===== src/rtl/div_requester.sv =====
// Queues operand pairs, issues them one at a time to the sequential divider,
// and returns quotient plus status; aborts a hung divider after TIMEOUT cycles.
module div_requester #(
  parameter int unsigned DW        = 10,
  parameter int unsigned DEPTH     = 4,
  parameter int unsigned START_CYC = 2,
  parameter int unsigned TIMEOUT   = 63
) (
  input  logic          clk,
  input  logic          sclr_n,
  input  logic          cmd_valid,
  output logic          cmd_ready,
  input  logic [DW-1:0] cmd_a,
  input  logic [DW-1:0] cmd_b,
  output logic          div_start,
  output logic [DW-1:0] div_a,
  output logic [DW-1:0] div_b,
  output logic          div_sclr,
  input  logic          div_busy,
  input  logic          div_valid,
  input  logic          div_dvz,
  input  logic          div_ovf,
  input  logic [DW-1:0] div_q,
  output logic          res_valid,
  input  logic          res_ready,
  output logic [DW-1:0] res_q,
  output logic [1:0]    res_status,
  output logic          stray_err
);

  localparam int unsigned AW = $clog2(DEPTH);
  localparam int unsigned CW = AW + 1;
  localparam int unsigned SW = (START_CYC > 1) ? $clog2(START_CYC) : 1;
  localparam int unsigned TW = (TIMEOUT > 1) ? $clog2(TIMEOUT) : 1;

  localparam logic [CW-1:0] FULL     = CW'(DEPTH);
  localparam logic [SW-1:0] ST_LOAD  = SW'(START_CYC - 1);
  localparam logic [TW-1:0] TMO_LAST = TW'(TIMEOUT - 1);

  typedef enum logic [1:0] {S_IDLE, S_START, S_WAIT, S_REPORT} state_t;

  state_t        state, state_nxt;
  logic [DW-1:0] mem_a [DEPTH];
  logic [DW-1:0] mem_b [DEPTH];
  logic [AW-1:0] wr_ptr, rd_ptr;
  logic [CW-1:0] count;
  logic [SW-1:0] st_cnt;
  logic [TW-1:0] tmo_cnt;
  logic          tmo_sclr;
  logic          push, pop, done_any, tmo_hit;
  logic          unused_busy;

  assign unused_busy = div_busy;

  assign cmd_ready = sclr_n && (count != FULL);
  assign push      = cmd_valid && cmd_ready;
  assign pop       = (state == S_IDLE) && (count != '0);
  assign done_any  = div_valid | div_dvz | div_ovf;
  // A completion pulse in the last WAIT cycle beats the timeout.
  assign tmo_hit   = (state == S_WAIT) && !done_any && (tmo_cnt == TMO_LAST);

  assign div_start = (state == S_START);
  assign res_valid = (state == S_REPORT);
  assign div_sclr  = !sclr_n || tmo_sclr;

  always_comb begin
    state_nxt = state;
    case (state)
      S_IDLE:   if (pop) state_nxt = S_START;
      S_START:  if (st_cnt == '0) state_nxt = S_WAIT;
      S_WAIT:   if (done_any || tmo_hit) state_nxt = S_REPORT;
      S_REPORT: if (res_ready) state_nxt = S_IDLE;
      default:  state_nxt = S_IDLE;
    endcase
  end

  always_ff @(posedge clk) begin
    if (push) begin
      mem_a[wr_ptr] <= cmd_a;
      mem_b[wr_ptr] <= cmd_b;
    end
  end

  always_ff @(posedge clk) begin
    if (!sclr_n) begin
      state      <= S_IDLE;
      wr_ptr     <= '0;
      rd_ptr     <= '0;
      count      <= '0;
      st_cnt     <= '0;
      tmo_cnt    <= '0;
      tmo_sclr   <= 1'b0;
      div_a      <= '0;
      div_b      <= '0;
      res_q      <= '0;
      res_status <= '0;
      stray_err  <= 1'b0;
    end else begin
      state    <= state_nxt;
      tmo_sclr <= tmo_hit;

      if (push) wr_ptr <= wr_ptr + 1'b1;
      if (push && !pop) count <= count + 1'b1;
      else if (pop && !push) count <= count - 1'b1;

      if (pop) begin
        rd_ptr <= rd_ptr + 1'b1;
        div_a  <= mem_a[rd_ptr];
        div_b  <= mem_b[rd_ptr];
        st_cnt <= ST_LOAD;
      end else if (state == S_START && st_cnt != '0) begin
        st_cnt <= st_cnt - 1'b1;
      end

      if (state == S_START) tmo_cnt <= '0;
      else if (state == S_WAIT) tmo_cnt <= tmo_cnt + 1'b1;

      if (state == S_WAIT) begin
        if (div_dvz) begin
          res_q      <= '0;
          res_status <= 2'b01;
        end else if (div_ovf) begin
          res_q      <= '0;
          res_status <= 2'b10;
        end else if (div_valid) begin
          res_q      <= div_q;
          res_status <= 2'b00;
        end else if (tmo_hit) begin
          res_q      <= '0;
          res_status <= 2'b11;
        end
      end else if (done_any) begin
        stray_err <= 1'b1;
      end
    end
  end

endmodule


===== config.mk =====
export PLATFORM = sky130hd
export DESIGN_NAME = div_requester
export DESIGN_NICKNAME = d
export VERILOG_FILES = /design/src/rtl/div_requester.sv
export SDC_FILE = /design/constraint.sdc
export NUM_CORES = 1
export LEC_CHECK = 0
export CORE_MARGIN = 2
export CORE_UTILIZATION = 35
export DETAILED_ROUTE_END_ITERATION = 10
export SYNTH_ARGS = -nofsm -noshare
export SYNTH_HDL_FRONTEND = slang
export SYNTH_SLANG_ARGS = --single-unit

===== constraint.sdc =====
create_clock -name clk -period 3.3 [get_ports clk]
set_clock_uncertainty 0.1 [all_clocks]
set_input_delay 0.66 -clock clk [delete_from_list [all_inputs] [get_ports clk]]
set_output_delay 0.66 -clock clk [all_outputs]
set_load 0.02 [all_outputs]

==> summary.txt <==
Run status
  – Status: complete, no violations

Worst setup path
  – Setup crit start kind: input port
  – Critical path required time: roughly 3.5 ns
  – Crit end category: register
  – Slowest stage cell, crit path: clkdlybuf4s50_1
  – Worst-path cell chain: clkdlybuf4s50_1 > o311a_1 > ha_1 > inv_1 > fa_1 > xor2_1 > or3_1 > a21boi_0
  – Worst Path Arrival: between 2 and 3 ns
  – CP max stage delay: about 0.47 ns
  – Crit path kind: input port to register
  – Crit Path Max Fanout: 8

Routing
  – Total wire length: about 9600 um
  – Wire per inst: 15.1 um
  – Via Count: 3032
  – Post-route ant nets: 0
  – Vias per cell: around 4.8
  – First-pass DRT Iterations: 4
  – DRC violations left: 0
  – Initial drt markers: approximately 140

STA
  – Max transition margin: between 40% and 50%
  – Slew Viols, Final: 0
  – Peak Freq: 380 MHz
  – Setup TNS: 0 ns
  – Slew at the pin closest to its max-slew limit: roughly 0.8 ns
  – Final setup vio count: 0
  – RSZ-0062 raised after global routing: no
  – Hold Slack: between 0.3 and 0.4 ns
  – Fin. Hold Viols: 0
  – Final Cycle Share: between 70 and 80%
  – Tmin final: ~2.6 ns

Finish
  – # fillers: about 1.3k
  – Diodes inserted: 0
  – Layout cells sized above 1: 14.8%
  – Most common cell after layout, fill and taps aside: edfxtp_1
  – Fin area: 6630 um2
  – Utilization after layout: a little under half
  – Area Overhead vs Synth: 29.9%
  – Most frequent cells in the layout: 80 x edfxtp_1, 72 x clkdlybuf4s50_1, 69 x nand2_1, 49 x dfxtp_1, 20 x mux4_2
  – Final Non-Filler Cells: between 600 and 700
  – Nets: 490

Worst hold path
  – Hold Path Class: register to register

Global route
  – Met1 usage: between 15 and 20%
  – Number of global-route vias before repair: about 3.2k
  – M3 GR Usage: 3.82%
  – Global route overflow: 0
  – GR Util met2: 23.0%
  – Initial antenna violation count: 0
  – Largest net degree at the start of global routing: 46
  – GR peak layer: met2
  – All-Layer GR Usage: a little over an eighth
  – First-pass GRT wire length: 16200 um

Clocking
  – Post_cts resized: 0
  – Clock latency on the worst-skew pair: slightly above 0.4 ns
  – Root buf cell: clkbuf_16
  – H-tree lvl count: 4
  – TritonCTS Sinks: 130
  – CTS Hold Buffers Added: 0
  – Number of buffers created by CTS: 17
  – Clk buf depth: 2
  – CTS tree: done
  – Clock-pin slew on the worst setup and hold paths: approximately 0.050 ns
  – Post-CTS setup buffers: 0

Job
  – Max_cap viols: 0

Floorplan
  – Standard-cell rows: 44
  – Initial core utilization: between 30 and 40%
  – Die height: 125 um
  – IO Count: 75
  – Die X-Extent: ~120 um
  – Core area: 14400 um2
  – Full die area: 15600 um2

Synthesis
  – Syn nets: 401
  – Cell count after synthesis: approximately 350
  – Ys async rst share: 0%
  – EDFF count, synth: 80
  – Main flop type after synthesis: edfxtp_1
  – Syn avg cell area: roughly 15 um2
  – Netlist Area Pre-Place: 5100 um2
  – FF+latch count, synth: 130
  – Number of distinct library cells after synthesis: 38
  – Synth Warn #: 0
  – Register area share after synthesis: between 60% and 70%

Pwr
  – Highest ir drop seen on vdd: ~0.35 mV
  – Pwr Density: just under 800 nW/um2
  – Leak: 0.00231 uW

Placed design
  – Placed Area: ~6100 um2
  – Dpl hpwl: just over 6000 um
  – Placer Congestion: 0.711
  – DP Cell Count: 605
  – Input/output buffers: 73
==> power breakdown <==
part	internal, uW	switching (uW)
registers	1940	164
clock network	1100	638
logic	617	647
total	3650	1450
==> worst paths after layout <==
path	start	endpoint	slack, ns	depth (start not counted)
setup / recovery	cmd_valid	count[2]	0.67	8
hold / removal	res_q[2]	res_q[2]	0.36	2
setup reg to reg	count[1]	count[2]	0.90	7
hold reg to reg	res_q[2]	res_q[2]	0.36	2
==> synthesized netlist by cell type, types with 2 or more instances <==
cell type  count  area [um2]
edfxtp_1      80        2400
nand2_1       69         259
dfxtp_1       50        1000
mux4_2        20         450
a21boi_0      19         143
mux2i_1       13         130
ha_1          11         138
and2_1         9        56.3
inv_1          9        33.8
clkbuf_1       7        26.3
nor2_1         7        26.3
o21ai_0        6        30.0
buf_2          5        25.0
xor2_1         5        43.8
nand2b_1       4        25.0
xnor2_1        4        35.0
a21oi_1        3        15.0
buf_6          3        33.8
a21boi_1       2        15.0
nand4_1        2        12.5
nor2b_1        2        12.5
nor3_1         2        10.0
o21a_1         2        15.0
o31a_1         2        17.5
or3_1          2        12.5
==> area by class of cell <==
class / instances / area (um2) / area share [%]
Clock inverter: 12 / 116 / 1.75
Inverter: 10 / 37.5 / 0.566
Timing Repair Buffer: 85 / 828 / 12.5
Tap cell: 184 / 230 / 3.47
Multi-Input combinational cell: 196 / 1580 / 23.8
Clock buffer: 20 / 437 / 6.58
Sequential cell: 130 / 3400 / 51.3
==> routing by layer <==
| metal | share of wire (%) | wire, um |
|---|---|---|
| met3 | 3.6 | 351 |
| met4 | 2.0 | 189 |
| met5 | 0 | 0 |
| met2 | 50 | 4830 |
| met1 | 44 | 4260 |
==> kinds of logic (layout without fill, tap and decap cells) <==
kind of cell	count (synthesis)	count (layout)	share of synthesized area, %
flops	130	130	66.7
fa+ha+maj	12	12	3.09
compound gates	39	39	5.83
simple gates	103	103	9.09
xor+xnor	9	9	1.54
mux	33	33	11.4
buf+inv	25	127	2.40
==> stage by stage <==
step	total power [uW]	setup WS, ns
3_5_place_dp	3430	0.274
3_3_place_gp	3400	0.377
4_1_cts	5180	0.707
5_1_grt	5390	0.560
6_report	5100	0.668
2_1_floorplan	2910	0.907
==> registers in the layout, summed over array words and instances (netlist names) <==
name / cells
state: 2
stray_err: 1
mem_a: 40
tmo_cnt: 6
div_b: 10
rd_ptr: 2
res_q: 10
tmo_sclr: 1
st_cnt: 1
mem_b: 40
wr_ptr: 2
count: 3
div_a: 10
res_status: 2
==> critical path, delay by kind of cell <==
family	cells	cell delay (ns)
adder cells (fa/ha/maj)	2	0.63
AO/OA/AOI/OAI	2	0.55
buffers and inverters	2	0.53
AND/OR/NAND/NOR	1	0.31
XOR/XNOR	1	0.18
Power figures use the tool's default switching activity.
